$ cat src/rtl/wb_arbiter_pkg.sv
// Shared definitions for the register-bank writeback arbiter.
package wb_arbiter_pkg;

    localparam int unsigned XLEN       = 32;
    localparam int unsigned REG_ADDR_W = 5;

    localparam logic [REG_ADDR_W-1:0] REG_X0 = 5'd0;

    typedef enum logic {
        LD_PRI  = 1'b0,
        ALU_PRI = 1'b1
    } arb_state_e;

endpackage

$ cat src/rtl/wb_arbiter.sv
// Two-requester writeback arbiter (ALU vs load unit) driving a single register-bank write port.
// Loads win contention until an ALU request has waited STARVE_LIMIT load grants.
module wb_arbiter
    import wb_arbiter_pkg::*;
#(
    parameter int unsigned STARVE_LIMIT = 3
) (
    input  logic                  clk,
    input  logic                  rst,
    input  logic                  alu_valid,
    input  logic [REG_ADDR_W-1:0] alu_rd,
    input  logic [XLEN-1:0]       alu_data,
    output logic                  alu_ready,
    input  logic                  ld_valid,
    input  logic [REG_ADDR_W-1:0] ld_rd,
    input  logic [XLEN-1:0]       ld_data,
    output logic                  ld_ready,
    input  logic                  freeze,
    output logic                  write_enable,
    output logic [REG_ADDR_W-1:0] write,
    output logic [XLEN-1:0]       data
);

    localparam int unsigned CntW = (STARVE_LIMIT < 1) ? 1 : $clog2(STARVE_LIMIT + 1);
    localparam logic [CntW:0] Limit = (CntW + 1)'(STARVE_LIMIT);

    arb_state_e            state_q, state_d;
    logic [CntW-1:0]       cnt_q, cnt_d;
    logic [CntW:0]         cnt_inc;
    logic                  we_q, we_d;
    logic [REG_ADDR_W-1:0] write_q, write_d;
    logic [XLEN-1:0]       data_q, data_d;
    logic                  grant_alu, grant_ld;

    always_comb begin
        grant_alu = 1'b0;
        grant_ld  = 1'b0;
        if (!rst && !freeze) begin
            if (alu_valid && ld_valid) begin
                grant_alu = (state_q == ALU_PRI);
                grant_ld  = (state_q == LD_PRI);
            end else begin
                grant_alu = alu_valid;
                grant_ld  = ld_valid;
            end
        end
    end

    assign alu_ready = grant_alu;
    assign ld_ready  = grant_ld;

    assign cnt_inc = {1'b0, cnt_q} + (CntW + 1)'(1);

    always_comb begin
        state_d = state_q;
        cnt_d   = cnt_q;
        we_d    = 1'b0;
        write_d = write_q;
        data_d  = data_q;

        // Frozen cycles leave the starvation history untouched.
        if (!freeze) begin
            if (grant_alu || !alu_valid) begin
                state_d = LD_PRI;
                cnt_d   = '0;
            end else if (grant_ld) begin
                cnt_d = cnt_inc[CntW-1:0];
                if (cnt_inc == Limit) begin
                    state_d = ALU_PRI;
                end
            end
        end

        // x0 is accepted and arbitrated but never reaches the bank.
        if (grant_alu) begin
            we_d    = (alu_rd != REG_X0);
            write_d = alu_rd;
            data_d  = alu_data;
        end else if (grant_ld) begin
            we_d    = (ld_rd != REG_X0);
            write_d = ld_rd;
            data_d  = ld_data;
        end
    end

    always_ff @(posedge clk) begin
        if (rst) begin
            state_q <= LD_PRI;
            cnt_q   <= '0;
            we_q    <= 1'b0;
            write_q <= '0;
            data_q  <= '0;
        end else begin
            state_q <= state_d;
            cnt_q   <= cnt_d;
            we_q    <= we_d;
            write_q <= write_d;
            data_q  <= data_d;
        end
    end

    assign write_enable = we_q;
    assign write        = write_q;
    assign data         = data_q;

endmodule
$ cat config.mk
export PLATFORM = sky130hd
export DESIGN_NAME = wb_arbiter
export DESIGN_NICKNAME = d
export VERILOG_FILES = /design/src/rtl/wb_arbiter_pkg.sv /design/src/rtl/wb_arbiter.sv
export SDC_FILE = /design/constraint.sdc
export NUM_CORES = 1
export LEC_CHECK = 0
export CORE_ASPECT_RATIO = 1.4
export CORE_MARGIN = 4
export CORE_UTILIZATION = 25
export CTS_CLUSTER_DIAMETER = 200
export DETAILED_ROUTE_END_ITERATION = 7
export MAX_ROUTING_LAYER = met4
export PLACE_DENSITY_LB_ADDON = 0.15
export RECOVER_POWER = 50
export SLEW_MARGIN = 5
export SYNTH_ARGS = -nofsm -noshare
export SYNTH_HDL_FRONTEND = slang
export SYNTH_SLANG_ARGS = --single-unit
$ cat constraint.sdc
create_clock -name clk -period 4.7 [get_ports clk]
set_input_delay 0.94 -clock clk [delete_from_list [all_inputs] [get_ports clk]]
set_output_delay 0.94 -clock clk [all_outputs]
set_load 0.05 [all_outputs]
---- Yosys cells after proc, flatten, opt, wreduce, memory -nomap -nowiden ----
Cells that the tools add are included.
operators by class
  add/subtract/negate cells ............... 1
  equal/unequal tests ..................... 1
  multiplexer cells ....................... 15
  bitwise operators ....................... 2
  reduce and logical (&&, ||, !) cells .... 13
operator list
  kind                 count
  $mux 32              2
  $mux 5               2
  $reduce_bool 5->1    2
  $mux 1               9
  $reduce_bool 2->1    3
  $mux 2               2
  $add 2x1->3 const B  1
  $eq 3x2->1 const B   1
  $logic_not 1->1      3
  $reduce_and 3->1     1
  $logic_and 1x1->1    2
  $not 1->1            2
  $reduce_and 2->1     1
  $logic_or 1x1->1     1
storage, ports and cells
  bits in registers ....................... 41
  bits of input ports ..................... 79
  output and inout bits ................... 40
  logic and storage cells ................. 37

---- Depth between registers and ports, before layout ----
  word-level depth ........................ 6
  mapped depth ............................ 6
  mapped depth without buffers ............ 5

---- Worst setup path before layout ----
OpenSTA, ideal clock, no wires.
  path type ............................... input -> output
  from .................................... input rst
  to ...................................... output ld_ready
  arrival ................................. 2.589 ns
  required time ........................... 3.760 ns
  setup slack ............................. 1.171 ns
  cell stages on the path ................. 6
  path buffers ............................ 3
  path through ............................ buf_6 > nor2_1 > clkbuf_1 > buf_1 > nand2_1 > a21oi_1
on the way
  cells in the longest elaborated chain, start to end .. 3
RTL lines
  element             line              text
  start: declaration  wb_arbiter.sv:9   input logic rst,
  $logic_not 1->1     wb_arbiter.sv:38  if (!rst && !freeze) begin
  $logic_and 1x1->1   wb_arbiter.sv:38
  $mux 1              wb_arbiter.sv:38
  end: declaration    wb_arbiter.sv:17  output logic ld_ready,
Every way passes these cells.

---- Worst setup path in the final report ----
  from .................................... input freeze
  to ...................................... output alu_ready
on the way
  cells in the longest elaborated chain, start to end .. 3
RTL lines
  element             line              text
  start: declaration  wb_arbiter.sv:18  input logic freeze,
  $logic_not 1->1     -
  $logic_and 1x1->1   wb_arbiter.sv:38
  $mux 1              wb_arbiter.sv:38
  end: declaration    wb_arbiter.sv:13  output logic alu_ready,
Every way passes these cells.

==> impl_metrics.toml <==
[timing]
fin_setup_tns_ns = 0
fin_crit_sh_pct = 85.0
clock.fmax_mhz = 250
hold_viol = 0
worst_hold_slack_ns = 0.453
worstMarginPinSlew_ns = 0.784
fin_skew_ns = 0.00265
rsz0062_at_grt = "false"
slew_violations = 0
setup_viol = 0
period_minus_slack_ns = 4.00
slew_headroom_pct = 47.7

[clocking]
cts_buffer_depth = 2
htreeDepth = 2
cts_root_buf = "clkbuf_16"
numCtsBuffers = 5
clkSinkCount = 41
hold_buffers = 0
post_cts_resized = 0
cts_tree = "done"
cts_setup_buffers = 0
clk_pin_slew_worst_paths_ns = 0.05
clk_latency_ns = 0.28

[power]
pwr-share-clk_pct = 33.5
max-vdd-ir-drop_v = 0.000125
internal_power_uw = 682
powerDensity_mw_per_mm2 = 279
p_comb_share_pct = 27.3
net-switching-power_uw = 288
cellLeakagePower_uw = 0.00121
fin_total_pwr_uw = 970
p_seq_share_pct = 39.1
sw_frac_of_total_pct = 29.7

[detailed_routing]
wire_per_inst_um = 16.6
via_per_inst = 5.12
ant_nets = 0
routed_wl_mm = 7.42
vias = 2289
drtPass1Iterations = 4
drt_iter0_drc = 117
drc = 0

[logic_synthesis]
synthesis.area_sq_mm = 0.00214
yosysTopAreaCellShare_pct = 38.4
synth_area_leaders = "dfxtp_1, a311oi_1, or3b_1, a21oi_1, o21ai_0"
syn_nets = 326
postSynthCellCount = 246
yosysSeqAreaShare_pct = 38.4
ys_types = 21
post-synth-top-area-cell = "dfxtp_1"
synth_seq_cells = 41
yosys_warnings = 0
syn_area_per_cell_sq_um = 8.68

[global_routing]
grt_pass1_wl_mm = 12.0
grt_max_degree = 79
grt_antenna_before_repair = 0
grt_use_met2_pct = 26.6
grt_use_met1_pct = 17.0
grt_remaining_overflow = 0
grt_use_met3_pct = 2.73
grt_pass1_vias = 2305
busiest_layer = "met2"
grt_use_total_pct = 15.2

[setup_path]
cp-end-kind = "output port"
crit_slowest_cell = "clkdlybuf4s50_1"
cpPeakStageDelay_ns = 0.87
worst-setup-path-type = "input pin to output port"
critPathMaxFanout = 6
critPathLaunchType = "input pin"
r2r-start = "state_q"
crit_top_cell = "clkdlybuf4s50_1"
r2r_slack_ns = 3.05
worstSetupStartpoint = "freeze"
required_ns = 3.76
crit_arrival_ns = 3.06
cp_cell_sequence = "clkdlybuf4s50_1 > or3b_4 > nor2_1 > clkdlybuf4s50_1"

[cells_and_area]
fin_util_pct = 42.2
final_area_sq_mm = 0.00348
fin_nets = 424
diodes = 0
synthToLayoutAreaGrowth_pct = 63.0
drive_above_1_share_pct = 5.80
n_fill_cell = 877

[place]
gp_congestion = 0.743
dpl_cell_area_sq_mm = 0.00335
io_buffers = 118
dpl.hpwl_mm = 4.90

[die]
fp-row-count = 39
initial_core_util_pct = 25.9
dieArea_sq_mm = 0.0101
die_y_um = 117
io_pins = 119
die_x_um = 86.1
coreArea_sq_mm = 0.00825

[worst_hold_path]
hold_start = "cnt_q[0]"
hold_class = "flip-flop to flip-flop"

[flow_run]
maxCapViolCount = 0

[status]
status = "finished clean"
[critical path, delay by kind of cell]
kind                   cells  cell delay (ns)
and+or+nand+nor            2             0.70
buffers and inverters      2             1.42
[through the flow]
step / cells / worst slack (ns)
3_5_place_dp: 439 / 0.721
3_3_place_gp: 439 / 0.717
2_1_floorplan: 246 / 1.17
5_1_grt: 447 / 0.646
4_1_cts: 447 / 0.704
6_report: 447 / 0.705
[Yosys cell counts, drive strengths merged]
cell type,instances
or4,3
or3b,38
o21ai,37
o211ai,2
or2,1
a21oi,40
a32oi,1
inv,2
nor2b,2
nand2,3
o311a,1
and2,1
ha,1
a311oi,37
dfxtp,41
clkbuf,28
nor2,3
buf,5
[power by group through the flow]
| stage | clock network [uW] | registers, uW | logic, uW |
|---|---|---|---|
| floorplan | 0 | 460 | 77.2 |
| global placement | 0 | 388 | 275 |
| detailed placement | 0 | 388 | 275 |
| CTS | 338 | 381 | 275 |
| global route | 354 | 382 | 284 |
| finish | 325 | 379 | 265 |
[routing by layer]
layer	up-vias	share of wire, %	wire length [um]
met5	-	0	0
met4	0	1.9	140
met3	9	4.6	340
met2	62	53	3950
met1	1066	40	2990
li1	1152	-	-
[path summary, 6_finish.rpt]
check | to | cells past startpoint
setup / recovery | alu_ready | 4
hold / removal | cnt_q[0] | 2
setup reg to reg | data[3] | 4
hold reg to reg | cnt_q[0] | 2
[kinds of logic after synthesis]
group,synth area share (%)
AOI/OAI and AO/OA,34.8
and+or+nand+nor,19.0
adders and majority gates,0.586
DFF,38.4
buffers and inverters,7.21
[cell type report]
| class | count | area, sq um | area share [%] |
|---|---|---|---|
| clock buffers | 8 | 136 | 3.92 |
| inverters | 2 | 7.51 | 0.216 |
| multi-input cells | 170 | 1170 | 33.6 |
| flip-flops and latches | 41 | 821 | 23.6 |
| well taps | 102 | 128 | 3.67 |
| repair buffers | 124 | 1220 | 35.1 |
[state kept, by name, summed over array words and instances, names as in the netlist]
| signal | count |
|---|---|
| data | 32 |
| write_enable | 1 |
| write | 5 |
| cnt_q | 2 |
| state_q | 1 |
[cell usage in the layout, fill, tap and decap left out]
cell type	netlist	routed
or4_1	3	3
nor2_1	3	2
clkdlybuf4s50_1	0	79
or3b_2	5	5
dfxtp_1	41	41
nor2_4	0	1
or3b_1	32	32
a311oi_1	37	37
buf_4	0	6
clkbuf_1	28	3
and2_1	1	1
nor2b_1	2	2
a32oi_1	1	1
clkbuf_16	0	5
dlygate4sd3_1	0	38
or3b_4	1	1
a21oi_1	40	40
ha_1	1	1
or2_2	1	1
o311a_1	1	1
buf_2	0	1
o211ai_1	2	2
nand2_1	3	3
o21ai_0	37	37
inv_1	2	2
(Power assumes the default switching activity.)
